### src/rtl/fighter_pkg.sv
// Shared types and constants for the per-player fighter controller:
// action states, hit_flag codes, sprite/box geometry and the neutral decode.
package fighter_pkg;

  typedef enum logic [3:0] {
    ST_IDLE      = 4'd0,
    ST_FWD       = 4'd1,
    ST_BACK      = 4'd2,
    ST_B_START   = 4'd3,
    ST_B_ACT     = 4'd4,
    ST_B_REC     = 4'd5,
    ST_D_START   = 4'd6,
    ST_D_ACT     = 4'd7,
    ST_D_REC     = 4'd8,
    ST_HITSTUN   = 4'd9,
    ST_BLOCKSTUN = 4'd10
  } state_e;

  localparam logic [1:0] HIT_NONE  = 2'b00;
  localparam logic [1:0] HIT_BASIC = 2'b01;
  localparam logic [1:0] HIT_DIR   = 2'b10;

  localparam int SPRITE_W = 113;

  localparam int BB_X_LO = 35;
  localparam int BB_X_HI = 113;
  localparam int BB_Y_LO = 24;
  localparam int BB_Y_HI = 57;
  localparam int DB_X_LO = 62;
  localparam int DB_X_HI = 95;
  localparam int DB_Y_LO = 6;
  localparam int DB_Y_HI = 110;
  localparam int HB_X_LO = 28;
  localparam int HB_X_HI = 81;
  localparam int HB_Y_LO = 0;
  localparam int HB_Y_HI = 150;

  // Both inputs together mean back; side=1 mirrors which input points at the opponent.
  function automatic state_e dir_next(input logic left, input logic right, input logic side);
    state_e nxt;
    if (left && right) begin
      nxt = ST_BACK;
    end else if (right) begin
      nxt = side ? ST_BACK : ST_FWD;
    end else if (left) begin
      nxt = side ? ST_FWD : ST_BACK;
    end else begin
      nxt = ST_IDLE;
    end
    return nxt;
  endfunction

  function automatic state_e neutral_next(input logic attack, input logic left,
                                          input logic right, input logic side);
    state_e nxt;
    if (attack) begin
      nxt = ST_B_START;
    end else begin
      nxt = dir_next(left, right, side);
    end
    return nxt;
  endfunction

endpackage

### src/rtl/fighter_frame_timer.sv
// Per-state frame down-counter: loads on a tick, counts down on ticks, stops at zero.
module fighter_frame_timer
  import fighter_pkg::*;
#(
  parameter int TMR_W = 5
) (
  input  logic             clk,
  input  logic             rst,
  input  logic             tick_i,
  input  logic             load_i,
  input  logic [TMR_W-1:0] load_val_i,
  output logic [TMR_W-1:0] count_o,
  output logic             zero_o
);

  logic [TMR_W-1:0] count_q, count_d;

  always_comb begin
    count_d = count_q;
    if (tick_i && load_i) begin
      count_d = load_val_i;
    end else if (tick_i && (count_q != {TMR_W{1'b0}})) begin
      count_d = count_q - TMR_W'(1);
    end else begin
      count_d = count_q;
    end
  end

  always_ff @(posedge clk or posedge rst) begin
    if (rst) begin
      count_q <= {TMR_W{1'b0}};
    end else begin
      count_q <= count_d;
    end
  end

  assign count_o = count_q;
  assign zero_o  = (count_q == {TMR_W{1'b0}});

endmodule

### src/rtl/fighter_fsm.sv
// One fighter's action FSM, saturating position and hit/hurt boxes, stepped by frame_tick_i.
// Optional INPUT_BUFFER_EN: remembers an attack pressed during recovery/stun for the exit tick.
module fighter_fsm
  import fighter_pkg::*;
#(
  parameter int SIDE      = 0,
  parameter int X_W       = 10,
  parameter int START_X   = 100,
  parameter int X_MIN     = 10,
  parameter int X_MAX     = 517,
  parameter int POS_Y     = 170,
  parameter int SPD_FWD   = 3,
  parameter int SPD_BACK  = 2,
  parameter int B_STARTUP = 5,
  parameter int B_ACTIVE  = 2,
  parameter int B_RECOVER = 16,
  parameter int D_STARTUP = 4,
  parameter int D_ACTIVE  = 3,
  parameter int D_RECOVER = 15,
  parameter int HS_B      = 15,
  parameter int HS_D      = 14,
  parameter int BS_B      = 13,
  parameter int BS_D      = 12,
  parameter int TMR_W     = 5
) (
  input  logic               clk,
  input  logic               rst,
  input  logic               frame_tick_i,
  input  logic               left_i,
  input  logic               right_i,
  input  logic               attack_i,
  input  logic [1:0]         hit_flag_i,
  input  logic               block_ok_i,
  output logic [3:0]         state_o,
  output logic [TMR_W-1:0]   timer_o,
  output logic [X_W-1:0]     posx_o,
  output logic [X_W-1:0]     posy_o,
  output logic               basic_active_o,
  output logic               dir_active_o,
  output logic               hurt_pulse_o,
  output logic               block_pulse_o,
  output logic [4*X_W-1:0]   box_b_o,
  output logic [4*X_W-1:0]   box_d_o,
  output logic [4*X_W-1:0]   box_h_o
);

  localparam logic           SIDE_B  = (SIDE != 0);
  localparam logic [X_W:0]   X_MIN_E = (X_W+1)'(X_MIN);
  localparam logic [X_W:0]   X_MAX_E = (X_W+1)'(X_MAX);

  state_e             state_q, state_d;
  logic [X_W-1:0]     posx_q, posx_d;
  logic               basic_act_q, dir_act_q, hurt_pulse_q, block_pulse_q;
  logic               stun_s, hit_s, hit_dir_s, atk_neutral_s;
  logic               load_s, tmr_zero_s;
  logic [TMR_W-1:0]   load_val_s, tmr_cnt_s;

  // A zero duration still occupies one tick.
  function automatic logic [TMR_W-1:0] dur_m1(input int d);
    return (d > 0) ? TMR_W'(d - 1) : {TMR_W{1'b0}};
  endfunction

  function automatic logic [X_W-1:0] sat_add(input logic [X_W-1:0] p, input int spd);
    logic [X_W:0] s;
    s = {1'b0, p} + (X_W+1)'(spd);
    return (s > X_MAX_E) ? X_MAX_E[X_W-1:0] : s[X_W-1:0];
  endfunction

  function automatic logic [X_W-1:0] sat_sub(input logic [X_W-1:0] p, input int spd);
    logic [X_W:0] s;
    s = {1'b0, p} - (X_W+1)'(spd);
    return ({1'b0, p} < (X_MIN_E + (X_W+1)'(spd))) ? X_MIN_E[X_W-1:0] : s[X_W-1:0];
  endfunction

  function automatic logic [4*X_W-1:0] mk_box(input logic [X_W-1:0] px, input int xl,
                                              input int xh, input int yl, input int yh);
    logic [X_W-1:0] x1, x2, y1, y2;
    if (SIDE_B) begin
      x1 = px + X_W'(SPRITE_W - xh);
      x2 = px + X_W'(SPRITE_W - xl);
    end else begin
      x1 = px + X_W'(xl);
      x2 = px + X_W'(xh);
    end
    y1 = X_W'(POS_Y + yl);
    y2 = X_W'(POS_Y + yh);
    return {x1, x2, y1, y2};
  endfunction

`ifdef INPUT_BUFFER_EN
  logic buf_q, buf_d;

  always_comb begin
    buf_d = buf_q;
    if (!frame_tick_i) begin
      buf_d = buf_q;
    end else if (hit_s) begin
      buf_d = 1'b0;
    end else if (state_q == ST_B_REC || state_q == ST_D_REC || stun_s) begin
      buf_d = tmr_zero_s ? 1'b0 : (buf_q | attack_i);
    end else begin
      buf_d = buf_q;
    end
  end

  always_ff @(posedge clk or posedge rst) begin
    if (rst) begin
      buf_q <= 1'b0;
    end else begin
      buf_q <= buf_d;
    end
  end

  assign atk_neutral_s = attack_i | buf_q;
`else
  assign atk_neutral_s = attack_i;
`endif

  assign stun_s    = (state_q == ST_HITSTUN) || (state_q == ST_BLOCKSTUN);
  assign hit_s     = frame_tick_i && (hit_flag_i != HIT_NONE) && !stun_s;
  assign hit_dir_s = (hit_flag_i == HIT_DIR);

  always_comb begin
    state_d    = state_q;
    load_val_s = {TMR_W{1'b0}};
    if (!frame_tick_i) begin
      state_d = state_q;
    end else if (hit_s) begin
      state_d = (state_q == ST_BACK && block_ok_i) ? ST_BLOCKSTUN : ST_HITSTUN;
    end else begin
      case (state_q)
        ST_IDLE:          state_d = neutral_next(attack_i, left_i, right_i, SIDE_B);
        ST_FWD, ST_BACK:  state_d = attack_i ? ST_D_START : dir_next(left_i, right_i, SIDE_B);
        ST_B_START:       state_d = tmr_zero_s ? ST_B_ACT : ST_B_START;
        ST_B_ACT:         state_d = tmr_zero_s ? ST_B_REC : ST_B_ACT;
        ST_D_START:       state_d = tmr_zero_s ? ST_D_ACT : ST_D_START;
        ST_D_ACT:         state_d = tmr_zero_s ? ST_D_REC : ST_D_ACT;
        ST_B_REC, ST_D_REC, ST_HITSTUN, ST_BLOCKSTUN:
          state_d = tmr_zero_s ? neutral_next(atk_neutral_s, left_i, right_i, SIDE_B) : state_q;
        default:          state_d = ST_IDLE;
      endcase
    end
    // Untimed states load zero so their timer stays parked at 0.
    case (state_d)
      ST_B_START:   load_val_s = dur_m1(B_STARTUP);
      ST_B_ACT:     load_val_s = dur_m1(B_ACTIVE);
      ST_B_REC:     load_val_s = dur_m1(B_RECOVER);
      ST_D_START:   load_val_s = dur_m1(D_STARTUP);
      ST_D_ACT:     load_val_s = dur_m1(D_ACTIVE);
      ST_D_REC:     load_val_s = dur_m1(D_RECOVER);
      ST_HITSTUN:   load_val_s = hit_dir_s ? dur_m1(HS_D) : dur_m1(HS_B);
      ST_BLOCKSTUN: load_val_s = hit_dir_s ? dur_m1(BS_D) : dur_m1(BS_B);
      default:      load_val_s = {TMR_W{1'b0}};
    endcase
  end

  assign load_s = frame_tick_i && (state_d != state_q);

  fighter_frame_timer #(.TMR_W(TMR_W)) u_timer (
    .clk        (clk),
    .rst        (rst),
    .tick_i     (frame_tick_i),
    .load_i     (load_s),
    .load_val_i (load_val_s),
    .count_o    (tmr_cnt_s),
    .zero_o     (tmr_zero_s)
  );

  // Movement uses the state held before this tick's transition.
  always_comb begin
    posx_d = posx_q;
    if (frame_tick_i && state_q == ST_FWD) begin
      posx_d = SIDE_B ? sat_sub(posx_q, SPD_FWD) : sat_add(posx_q, SPD_FWD);
    end else if (frame_tick_i && state_q == ST_BACK) begin
      posx_d = SIDE_B ? sat_add(posx_q, SPD_BACK) : sat_sub(posx_q, SPD_BACK);
    end else begin
      posx_d = posx_q;
    end
  end

  always_ff @(posedge clk or posedge rst) begin
    if (rst) begin
      state_q       <= ST_IDLE;
      posx_q        <= X_W'(START_X);
      basic_act_q   <= 1'b0;
      dir_act_q     <= 1'b0;
      hurt_pulse_q  <= 1'b0;
      block_pulse_q <= 1'b0;
    end else begin
      state_q       <= state_d;
      posx_q        <= posx_d;
      basic_act_q   <= (state_d == ST_B_ACT);
      dir_act_q     <= (state_d == ST_D_ACT);
      hurt_pulse_q  <= frame_tick_i && (state_d == ST_HITSTUN) && (state_q != ST_HITSTUN);
      block_pulse_q <= frame_tick_i && (state_d == ST_BLOCKSTUN) && (state_q != ST_BLOCKSTUN);
    end
  end

  assign state_o        = state_q;
  assign timer_o        = tmr_cnt_s;
  assign posx_o         = posx_q;
  assign posy_o         = X_W'(POS_Y);
  assign basic_active_o = basic_act_q;
  assign dir_active_o   = dir_act_q;
  assign hurt_pulse_o   = hurt_pulse_q;
  assign block_pulse_o  = block_pulse_q;
  assign box_b_o        = mk_box(posx_q, BB_X_LO, BB_X_HI, BB_Y_LO, BB_Y_HI);
  assign box_d_o        = mk_box(posx_q, DB_X_LO, DB_X_HI, DB_Y_LO, DB_Y_HI);
  assign box_h_o        = mk_box(posx_q, HB_X_LO, HB_X_HI, HB_Y_LO, HB_Y_HI);

endmodule
### config.mk
export PLATFORM = sky130hd
export DESIGN_NAME = fighter_fsm
export DESIGN_NICKNAME = d
export VERILOG_FILES = /design/src/rtl/fighter_pkg.sv /design/src/rtl/fighter_frame_timer.sv /design/src/rtl/fighter_fsm.sv
export SDC_FILE = /design/constraint.sdc
export NUM_CORES = 1
export LEC_CHECK = 0
export ABC_CLOCK_PERIOD_IN_PS = 5700
export CAP_MARGIN = 15
export CORE_UTILIZATION = 40
export CTS_BUF_LIST = sky130_fd_sc_hd__clkbuf_16
export CTS_CLUSTER_DIAMETER = 120
export CTS_CLUSTER_SIZE = 12
export DETAILED_ROUTE_END_ITERATION = 8
export GPL_ROUTABILITY_DRIVEN = 0
export MAX_ROUTING_LAYER = met4
export PLACE_DENSITY = 0.82
export SYNTH_ARGS = -nofsm -noshare
export SYNTH_HDL_FRONTEND = slang
export SYNTH_SLANG_ARGS = --single-unit
### constraint.sdc
create_clock -name clk -period 5.7 [get_ports clk]
set_clock_uncertainty 0.15 [all_clocks]
set_input_delay 0.855 -clock clk [delete_from_list [all_inputs] [get_ports clk]]
set_output_delay 0.855 -clock clk [all_outputs]
set_load 0.005 [all_outputs]
Word level (Yosys, flattened, before mapping)
Cells that the tools add are included.

Input port bits: 9. Word-level logic and storage cells: 86. Flip-flop bits (word level): 23.

Magnitude comparators: 2. Reductions and logical operators: 23. Eq/ne operators: 22. Add/sub/neg operators: 9. Muxes and demuxes: 23.

Operators with widths (count): 2-to-1 mux 10 bit (4); equality test 4 x 3 -> 1 bit, second input constant (8); 2-to-1 mux 4 bit (8); case mux 4 bit (8 select lines) (1); adder 10 x 7 -> 10 bit, second input constant (3); case mux 4 bit (7 select lines) (1); equality test 4 bit, second input constant (6); adder 10 x 6 -> 10 bit, second input constant (2); logical AND 1 bit (13); equality test 4 x 2 -> 1 bit, second input constant (3); adder 10 x 2 -> 11 bit, second input constant (1); greater-than comparator 11 x 10 -> 1 bit, second input constant (1); adder 10 x 5 -> 10 bit, second input constant (1); < comparator 10 x 4 -> 1 bit, second input constant (1); 2-to-1 mux 5 bit (2); subtractor 10 x 2 -> 10 bit, second input constant (1); != test 4 bit, second input constant (2); 2-to-1 mux 2 bit (3); 2-to-1 mux 3 bit (2); nonzero test 2 bit (3); logical NOT 5 bit (1); nonzero test 5 bit (1); subtractor 5 x 1 -> 5 bit, second input constant (1); equality test 4 x 1 -> 1 bit, second input constant (1); 8 further kinds (9).

Logic depth before layout (Yosys ltp)
Gate-level depths: netlist (run 1).

Depth in word-level cells: 12. Depth in mapped cells: 11. Depth with buffers taken out: 10.

Modules after synthesis
Synthesis (run 1) repeated with hierarchy kept, for this count alone.

Cells, all modules: 449. Area total of the unflattened synthesis: 3429.5 um2.

Modules (own cells, without submodules): fighter_fsm (area an instance 3089.2 um2, times used 1, cells an instance 414, seq. area each 454.2 um2); fighter_frame_timer (area an instance 340.3 um2, times used 1, cells an instance 35, seq. area each 125.1 um2).

Least setup slack after synthesis (run 1)
Ideal clock, no wire load.

Kind: input to register. From: input port hit_flag_i[1]. To: register u_timer.count_q[1], in the netlist u_timer.count_o[1]. Stages on the path: 7. Slack: 2.938 ns. Setup time: 0.128 ns. Arrival: 2.484 ns. Cells stage by stage: o21a_1 > o2bb2ai_1 > a311oi_2 > nor3_1 > xnor2_1 > a41o_1 > mux2_1.

Cells in the longest elaborated chain, start to end: 9. Elaborated cells on any way between the ends: 22. Those cells by class: eq/ne (10); mux (6); reduce/logical (6).

RTL lines: start: declaration (line fighter_fsm.sv:32) `input logic [1:0] hit_flag_i,`; branches (longest 9 deep; another with case mux 4 bit (8 select lines)); end signal: assignment (line fighter_frame_timer.sv:31) `count_q <= {TMR_W{1'b0}};`; end signal: assignment (line fighter_frame_timer.sv:33) `count_q <= count_d;`; end: declaration (line fighter_frame_timer.sv:16) `logic [TMR_W-1:0] count_q, count_d;`.

Several ways; the timed one is not identified. A chain may end at the register's enable or synchronous reset.

Worst setup path in the final report (run 1)
From: register posx_q[3], in the netlist posx_o[3]. To: output port box_d_o[38].

Cells in the longest elaborated chain, start to end: 1.

RTL lines: start: declaration (line fighter_fsm.sv:52) `logic [X_W-1:0] posx_q, posx_d;`; start signal: assignment (line fighter_fsm.sv:184) `posx_q <= X_W'(START_X);`; start signal: assignment (line fighter_fsm.sv:191) `posx_q <= posx_d;`; adder 10 x 6 -> 10 bit (line fighter_fsm.sv:82) `x1 = px + X_W'(xl);`; end: declaration (line fighter_fsm.sv:43) `output logic [4*X_W-1:0] box_d_o,`.

Every way passes these cells.

==> results by group, run 1 <==
Synthesis
  – Largest cells by area after synthesis: buf_4, dfrtp_1, xnor2_1
  – Yosys warns: 0
  – Post-Syn Instances: about 440
  – Synth area leader: buf_4
  – Syn_area_per_cell: 7.47 µm²
  – Async SR Flop Fraction: 100%
  – Synthesized cell area: 0.00328 mm²
  – Top_reg_cell synth: dfrtp_1
  – Post-synth EDFFs: 0
  – Top-area cell type share of the netlist area: 18.5%
  – Synth cell types: 68
  – Seq cells post-synth: 23
  – Register area share after synthesis: ~18%

Power
  – Sw frac: 44.5%
  – Sw power: around 0.95 mW
  – P_int: 1.18 mW
  – Clock power share: 7.3%
  – Pwr dens: 539 mW/mm²
  – VDD IR max: ~180 µV
  – Static Leak: approximately 1.7 nW
  – Combinational cell fraction of total power: 73.4%
  – Sequential fraction of design power: 19.4%

Routing
  – Drt initial violations: 211
  – Post-route DRC: 0
  – Detailed-route vias per instance: approximately 5.2
  – Vias post-DR: 3144
  – Routed len/inst: 14.0 µm
  – DRT Wirelength: 8380 µm
  – DRT antenna net count: 0
  – Pre-Repair DR Iteration Count: 5

STA
  – Fin crit period: 3.68 ns
  – Unrepaired setup endpoints after global routing: no
  – Final setup viols: 0
  – TNS Setup: 0 ns
  – Final Hold Fails: 0
  – Rel. slew slack: 38.4%
  – Least-Margin Pin Slew: ~0.9 ns
  – Achievable Freq: 272 MHz
  – Fin worst setup slack: 2.02 ns
  – Slew Limit Fails: 0
  – Final Cycle Share: between 60% and 70%

CTS
  – Clk sinks: 23
  – Post-CTS Setup Bufs: 0
  – H-tree levels: 1
  – Clock Pin Slew Worst Setup and Hold Paths: about 0.060 ns
  – # hold bufs at CTS: 0
  – Skew-Pair Late Insertion Delay: roughly 0.26 ns
  – CTS tree: built
  – Root Buffer: clkbuf_16
  – TritonCTS Buffers: 3
  – Clk buf depth: 2
  – Post-CTS Resized: 0

Status
  – Status: completed

Placed design
  – # port buffers: 91
  – DP HPWL: 6420 µm
  – Pre-CTS setup slack: 2.12 ns

Worst setup path
  – End of the worst register-to-register path: u_timer.count_o[1]
  – Worst path arrival time: ~2.7 ns
  – R2r startpoint: u_timer.count_o[0]
  – CP required: 4.70 ns
  – FF-to-FF setup slack: approximately 2.4 ns
  – Setup crit start kind: register
  – CP max FO: 13
  – Reg2Reg Depth: 9
  – Setup crit end kind: output port
  – Crit Path Category: reg2out

Die
  – Die height: 92.5 µm
  – # rows: 32
  – Core Area: 0.00785 mm²
  – Initial Utilization: 41.8%
  – Die Width: about 90 µm
  – Die area: roughly 0.0086 mm²
  – Top-Level Pins: roughly 160

Global routing
  – GRT Total Usage: 19.1%
  – Initial antenna violation count: 0
  – Largest net degree at the start of global routing: 24
  – Vias in the first global route: about 2800
  – GRT overflow: 0
  – First-pass GRT wire length: 13200 µm

Finish
  – Commonest cells after routing, fill and taps aside: clkdlybuf4s50_1, conb_1, nand2_1
  – Share of layout cells above drive strength 1: under 10%
  – Layout filler cell count: 760
  – Area Overhead vs Synth: 20.2%
  – Most common cell after layout, fill and taps aside: clkdlybuf4s50_1
  – Number of inserted diodes: 0
  – Layout Nets: 518

Job
  – Maxcap violations: 0

Min path
  – Hold path cells: 2
  – Worst Hold Path EP: posx_o[2]
  – HP Class: reg2reg
  – Worst Hold Launch: posx_o[2]
-- power groups by stage --
stage	Clock [mW]	Sequential [mW]	Combinational, mW
3_3_place_gp	0	0.404	1.51
4_1_cts	0.158	0.408	1.56
5_1_grt	0.165	0.431	1.69
6_report	0.154	0.412	1.56
2_1_floorplan	0	0.285	0.998
3_5_place_dp	0	0.409	1.55
-- metal layers --
layer | up-vias | global-route usage [%] | routed length (µm)
met5 | - | - | 0
met4 | 0 | 4.95 | 129
met3 | 14 | 1.97 | 784
met2 | 224 | 34.3 | 4160
met1 | 1437 | 22.7 | 3310
li1 | 1469 | - | -
-- how the worst max path moves through the flow --
stage                    endpoint     startpoint  cells past startpoint
5_1_grt               box_d_o[38]      posx_o[3]                      7
3_3_place_gp   u_timer.count_o[1]   frame_tick_i                      7
3_5_place_dp   u_timer.count_o[1]   frame_tick_i                      7
6_report              box_d_o[38]      posx_o[3]                      7
2_1_floorplan  u_timer.count_o[1]  hit_flag_i[1]                      7
4_1_cts               box_d_o[38]      posx_o[3]                      7
-- cells by family (layout without fill, tap and decap cells) --
kind of cell	after synthesis	count (layout)	share of synthesized area (%)
other	2	70	0.229
flip-flops	23	23	17.7
AND/OR/NAND/NOR	131	131	20.0
buffers and inverters	128	118	24.3
AO/OA/AOI/OAI	92	92	19.3
adder cells (fa/ha/maj)	11	11	4.20
multiplexers	7	7	2.21
XOR/XNOR	45	45	12.0
-- synth_stat cells, drive strengths merged, types with 5 or more instances --
cell and count:
inv 23, xnor2 33, a31oi 5, o21ai 24, ha 11, mux2i 5
a21oi 21, clkbuf 11, nor2 29, nor3 14, nand3 15, dfrtp 20
xor2 12, buf 94, nand2 38
-- stage by stage --
stage	cells	hold slack [ns]	power, mW	util [%]	cell area [µm²]
after floorplan	507	0.461	1.28	-	3530
after global placement	595	0.504	1.91	49.2	3860
after detailed placement	595	0.506	1.96	49.2	3860
after CTS	599	0.519	2.12	50.2	3940
after global routing	599	0.566	2.29	50.2	3940
final	599	0.527	2.12	50.2	3940
-- sequential cells by signal, summed over array words and instances (netlist names) --
| register | cells |
|---|---|
| hurt_pulse_o | 1 |
| state_o | 4 |
| u_timer.count_o | 5 |
| dir_active_o | 1 |
| posx_o | 10 |
| block_pulse_o | 1 |
| basic_active_o | 1 |
-- critical path, stage by stage (launching register included) --
cell	delay [ns]
dfrtp_1	0.54
inv_1	0.14
ha_1	0.23
nand2b_1	0.09
nor3_1	0.61
nor2_1	0.12
xor2_1	0.16
clkdlybuf4s50_1	0.52
-- final cells by class --
| class | count | area [µm²] | area share (%) |
|---|---|---|---|
| Clock buffer | 3 | 75.1 | 1.90 |
| Clock inverter | 1 | 5.00 | 0.127 |
| Inverter | 23 | 86.3 | 2.19 |
| Multi-Input combinational cell | 356 | 2160 | 54.7 |
| Sequential cell | 23 | 579 | 14.7 |
| Tap cell | 102 | 128 | 3.24 |
| Timing Repair Buffer | 91 | 911 | 23.1 |
No activity file was read; power rests on OpenSTA's default activity.
==> inputs of run 2 (changes only) <==
--- a/config.mk
+++ b/config.mk
@@ -5,7 +5,7 @@
 export SDC_FILE = /design/constraint.sdc
 export NUM_CORES = 1
 export LEC_CHECK = 0
-export ABC_CLOCK_PERIOD_IN_PS = 5700
+export ABC_CLOCK_PERIOD_IN_PS = 3400
 export CAP_MARGIN = 15
 export CORE_UTILIZATION = 40
 export CTS_BUF_LIST = sky130_fd_sc_hd__clkbuf_16
==> constraint.sdc (replaced) <==
create_clock -name clk -period 3.4 [get_ports clk]
set_clock_uncertainty 0.15 [all_clocks]
set_input_delay 0.51 -clock clk [delete_from_list [all_inputs] [get_ports clk]]
set_output_delay 0.51 -clock clk [all_outputs]
set_load 0.005 [all_outputs]
==> run 2 against run 1 <==
  * Wire length is 0.45% higher
  * Register-to-register slack worse by 2.1 ns
  * Sequential power is 46% higher
  * Cell area is 2.3% higher
  * Worst hold slack better by 0.0032 ns
==> results by group, run 2 (synthesis gave the netlist of run 1 again) <==
Status
  – Status: completed

Power
  – Static Leak: 1.74 nW
  – Sw power: 1.58 mW
  – Sequential fraction of design power: 16.6%
  – Pwr dens: 896 mW/mm²
  – Combinational cell fraction of total power: 76.2%
  – P_int: 2.03 mW
  – Sw frac: roughly 44%
  – VDD IR max: 376 µV
  – Post-layout total power: between 3 and 4 mW
  – Clock power share: 7.2%

CTS
  – Skew-Pair Late Insertion Delay: 0.26 ns
  – Root Buffer: clkbuf_16
  – Clk sinks: 23
  – H-tree levels: 1
  – Clk buf depth: 2
  – TritonCTS Buffers: 3
  – CTS tree: built
  – Clock Pin Slew Worst Setup and Hold Paths: 0.06 ns

Worst setup path
  – Slowest cell on crit path: dfstp_2
  – Crit Path Category: reg2out
  – Crit-path max cell delay: 0.62 ns
  – CP required: between 2 and 3 ns
  – Setup crit end kind: output port
  – CP max FO: 8
  – End of the worst register-to-register path: posx_o[6]
  – Setup crit start kind: register
  – FF-to-FF setup slack: 0.29 ns
  – Reg2Reg Depth: 9
  – Critical path cell sequence: inv_1 > ha_1 > nand2_1 > nand3_1 > a21oi_1 > nor2_1 > xnor2_1 > clkdlybuf4s50_1
  – Worst path arrival time: 2.53 ns
  – R2r startpoint: posx_o[1]

Routing
  – Pre-Repair DR Iteration Count: 5
  – Drt initial violations: 130
  – Post-route DRC: 0
  – DRT Wirelength: approximately 8400 µm
  – Routed len/inst: 13.8 µm
  – Detailed-route vias per instance: 5.32
  – Vias post-DR: 3252
  – DRT antenna net count: 0

Die
  – # rows: 32
  – Die Width: 92.5 µm
  – Die area: 0.00856 mm²
  – Top-Level Pins: 162
  – Initial Utilization: about two fifths
  – Die height: 92.5 µm
  – Core Area: between 0.007 and 0.008 mm²

STA
  – Rel. slew slack: 39.5%
  – TNS Setup: 0 ns
  – Fin worst setup slack: 0.211 ns
  – Final Hold Fails: 0
  – Unrepaired setup endpoints after global routing: no
  – Final Cycle Share: 93.8%
  – Fin crit period: 3.19 ns
  – Achievable Freq: 314 MHz
  – Slew Limit Fails: 0
  – Least-Margin Pin Slew: about 0.91 ns
  – Final setup viols: 0

Job
  – Maxcap violations: 0

Min path
  – Worst Hold Path EP: u_timer.count_o[3]
  – HP Class: reg2reg
  – Hold path cells: 2
  – Worst Hold Launch: u_timer.count_o[3]

Global routing
  – M3 GR Usage: 2.87%
  – Vias in the first global route: 2956
  – Grt met2 use: 34.6%
  – Largest net degree at the start of global routing: 24
  – First-pass GRT wire length: approximately 14000 µm
  – GRT overflow: 0
  – Initial antenna violation count: 0
  – GRT Total Usage: around 20%
  – Global-route layer with the greatest usage: met2
  – M1 GR Usage: around a quarter

Finish
  – Share of layout cells above drive strength 1: ~6.5%
  – Max reg flops: 10
  – Layout Nets: 530
  – Number of inserted diodes: 0
  – Most common cell after layout, fill and taps aside: clkdlybuf4s50_1
  – Commonest cells after routing, fill and taps aside: clkdlybuf4s50_1, conb_1, nand2_1
  – Area Overhead vs Synth: 23.0%

Placed design
  – # port buffers: 91
  – Pre-CTS setup slack: 0.233 ns
  – DP HPWL: 6610 µm
==> run 2: per-stage QoR <==
step	instance area [µm²]	hold slack (ns)	instances	utilization, %
global route	4030	0.560	611	51.4
global placement	3950	0.481	607	50.4
CTS	4030	0.529	611	51.4
detailed placement	3950	0.520	607	50.4
floorplan	3530	0.360	507	-
finish	4030	0.530	611	51.4
==> run 2: how the worst max path moves through the flow <==
| stage | end | start | depth (start not counted) | slack [ns] |
|---|---|---|---|---|
| after floorplan | u_timer.count_o[1] | u_timer.count_o[0] | 10 | 0.65 |
| after global placement | u_timer.count_o[1] | frame_tick_i | 8 | 0.35 |
| after detailed placement | u_timer.count_o[1] | attack_i | 8 | 0.23 |
| after CTS | box_d_o[29] | posx_o[1] | 7 | 0.15 |
| after global routing | box_d_o[28] | posx_o[1] | 7 | 0.02 |
| final | box_d_o[29] | posx_o[2] | 8 | 0.21 |
==> run 2: power by group through the flow <==
| stage | clock network [mW] | registers [mW] | logic [mW] |
|---|---|---|---|
| 6_report | 0.259 | 0.601 | 2.75 |
| 5_1_grt | 0.276 | 0.630 | 3.01 |
| 4_1_cts | 0.264 | 0.598 | 2.75 |
| 3_5_place_dp | 0 | 0.600 | 2.74 |
| 3_3_place_gp | 0 | 0.592 | 2.67 |
| 2_1_floorplan | 0 | 0.478 | 1.67 |
==> run 2: worst max-delay path: cells and delay by family (launching register included) <==
kind                     cells  cell delay (ns)
AO/OA/AOI/OAI                1             0.28
buffers and inverters        2             0.67
AND/OR/NAND/NOR              3             0.34
adder cells (fa/ha/maj)      1             0.22
XOR/XNOR                     1             0.15
flip-flops                   1             0.62
==> run 2: metal layers <==
layer | routed length [µm] | share of wire, % | up-vias
li1 | - | - | 1498
met1 | 3330 | 40 | 1511
met4 | 119 | 1.4 | 0
met5 | 0 | 0 | -
met3 | 834 | 9.9 | 14
met2 | 4140 | 49 | 229
==> run 2: repair_timing <==
item | in CTS | in global routing
endpoints found under the setup margin | 0 | 1
setup buffers | 0 | 0
hold buffers | 0 | 0
resized for setup | 0 | 1
==> run 2: layout make-up <==
class                           count  area [µm²]
Tap cell                          102         128
Fill cell                         765        3810
Inverter                           23        86.3
Multi-Input combinational cell    356        2160
Clock buffer                        3        75.1
Timing Repair Buffer              103        1000
Clock inverter                      1        5.00
Sequential cell                    23         579
==> inputs of run 3 (changes only) <==
--- a/config.mk
+++ b/config.mk
@@ -7,14 +7,16 @@
 export LEC_CHECK = 0
 export ABC_CLOCK_PERIOD_IN_PS = 3400
 export CAP_MARGIN = 15
-export CORE_UTILIZATION = 40
+export CELL_PAD_IN_SITES_DETAIL_PLACEMENT = 0
+export CELL_PAD_IN_SITES_GLOBAL_PLACEMENT = 1
+export CORE_UTILIZATION = 28
 export CTS_BUF_LIST = sky130_fd_sc_hd__clkbuf_16
 export CTS_CLUSTER_DIAMETER = 120
 export CTS_CLUSTER_SIZE = 12
 export DETAILED_ROUTE_END_ITERATION = 8
 export GPL_ROUTABILITY_DRIVEN = 0
 export MAX_ROUTING_LAYER = met4
-export PLACE_DENSITY = 0.82
+export PLACE_DENSITY = 0.83
 export SYNTH_ARGS = -nofsm -noshare
 export SYNTH_HDL_FRONTEND = slang
 export SYNTH_SLANG_ARGS = --single-unit
==> run 3 against run 2 <==
  * Power shrank 0.32%
  * First-iteration DRC count grew 33%
  * Register-to-register slack gained 0.02 ns
  * Largest cell class unchanged
  * Maximum frequency shrank 0.28%
  * Flip-flop and latch count is the same
  * Combinational power is essentially flat
  * Largest power group unchanged
  * Critical path type unchanged
  * Via count shrank 4.4%
  * Core utilization shrank 16 points
  * Final cell count grew 6.9%
  * Die area grew 42%
==> results by group, run 3 (synthesis gave the netlist of run 1 again) <==
Worst setup path
  – Crit Path Category: reg2out
  – Slowest cell on crit path: clkdlybuf4s50_1
  – Setup crit start kind: register
  – Crit-path max cell delay: 0.52 ns
  – Worst path arrival time: 2.54 ns
  – Critical path cell sequence: inv_1 > ha_1 > nand2_1 > nor2_1 > nor2_1 > xnor2_1 > clkdlybuf4s50_1
  – CP required: 2.74 ns
  – Most used cell, CP: nor2_1
  – Setup crit end kind: output port
  – CP max FO: 8

Routing
  – DRT antenna net count: 0
  – Routed len/inst: 13.3 µm
  – DRT Wirelength: approximately 8700 µm
  – Detailed-route vias per instance: 4.76
  – Post-route DRC: 0
  – Drt initial violations: 173
  – Pre-Repair DR Iteration Count: 4
  – Vias post-DR: 3108

CTS
  – Clk buf depth: 2
  – H-tree levels: 1
  – Clock Pin Slew Worst Setup and Hold Paths: 0.06 ns
  – Clk sinks: 23
  – Skew-Pair Late Insertion Delay: 0.25 ns
  – TritonCTS Buffers: 3
  – # hold bufs at CTS: 0
  – Root Buffer: clkbuf_16
  – Post-CTS Setup Bufs: 0
  – CTS tree: built

Global routing
  – First-pass GRT wire length: 13900 µm
  – GRT overflow: 0
  – Initial antenna violation count: 0
  – GRT Total Usage: about 15%
  – Largest net degree at the start of global routing: 24
  – Vias in the first global route: 2774

Die
  – Die Width: 110 µm
  – Core Area: approximately 0.011 mm²
  – Die height: between 100 and 150 µm
  – Top-Level Pins: 162
  – Initial Utilization: about 29%
  – # rows: 39
  – Die area: 0.0121 mm²

STA
  – Rel. slew slack: a little over a third
  – Final Cycle Share: a little over nine tenths
  – Unrepaired setup endpoints after global routing: no
  – Achievable Freq: 313 MHz
  – Final Hold Fails: 0
  – Least-Margin Pin Slew: between 0.9 and 1 ns
  – TNS Setup: 0 ns
  – Final setup viols: 0
  – Fin crit period: roughly 3.2 ns
  – Slew Limit Fails: 0

Finish
  – Finished Layout Cells: about 650
  – Max reg flops: 10
  – Most common cell after layout, fill and taps aside: clkdlybuf4s50_1
  – Share of layout cells above drive strength 1: 6.47%
  – Layout Nets: roughly 530
  – Commonest cells after routing, fill and taps aside: clkdlybuf4s50_1, conb_1, nand2_1
  – Area Overhead vs Synth: 24.8%
  – Number of inserted diodes: 0
  – Post-layout util: 35.8%

Min path
  – HP Class: reg2reg

Power
  – Static Leak: 1.74 nW
  – VDD IR max: 512 µV
  – Pwr dens: roughly 900 mW/mm²

Job
  – Maxcap violations: 0

Status
  – Status: completed

Placed design
  – # port buffers: 91
  – DP HPWL: 6830 µm
  – Placed insts: 649
## run 3: stage by stage
stage | cell area, µm² | hold WS (ns) | setup WS [ns] | total power, mW
after floorplan | 3530 | 0.360 | 0.645 | 2.15
after global placement | 4010 | 0.481 | 0.334 | 3.32
after detailed placement | 4010 | 0.515 | 0.291 | 3.35
after CTS | 4090 | 0.535 | 0.162 | 3.62
after global routing | 4090 | 0.563 | 0.000652 | 3.96
final | 4090 | 0.536 | 0.203 | 3.60
## run 3: final cells by class
type	count	area [µm²]
Multi-Input combinational cell	356	2160
Tap cell	143	179
Clock inverter	1	3.75
Fill cell	1226	7330
Clock buffer	3	75.1
Sequential cell	23	579
Inverter	23	86.3
Timing Repair Buffer	104	1010
## run 3: worst max-delay path, delay by kind of cell (launching register included)
family | cells | cell delay, ns
XOR/XNOR | 1 | 0.16
adder cells (fa/ha/maj) | 1 | 0.37
buffers and inverters | 2 | 0.77
flip-flops | 1 | 0.47
AND/OR/NAND/NOR | 3 | 0.51
## run 3: where the power goes
part / switching [mW] / internal, mW
Clock: 0.0983 / 0.157
Combinational: 1.25 / 1.49
Sequential: 0.225 / 0.378
## run 3: repair_timing
action	in CTS	in global routing
endpoints found under the hold margin	0	0
gates resized for setup	0	1
endpoints found under the setup margin	0	1
## run 3: metal layers
layer  track usage (%)  routed length, µm  part of all wire (%)
met1              18.4               3790                    44
met2              25.8               4120                    47
met3              2.18                768                   8.8
met4              1.22                 19                  0.22
met5                 -                  0                     0
## run 3: path summary, 6_finish.rpt
path                               startpoint            endpoint  slack, ns  cells past startpoint
max                                 posx_o[1]         box_d_o[39]       0.20                      7
min                        u_timer.count_o[1]  u_timer.count_o[1]       0.54                      3
max reg2reg                u_timer.count_o[0]  u_timer.count_o[1]       0.31                     10
min reg2reg                u_timer.count_o[1]  u_timer.count_o[1]       0.54                      3
max in group asynchronous                 rst           posx_o[4]       1.89                      2
min in group asynchronous                 rst  u_timer.count_o[4]       0.63                      2
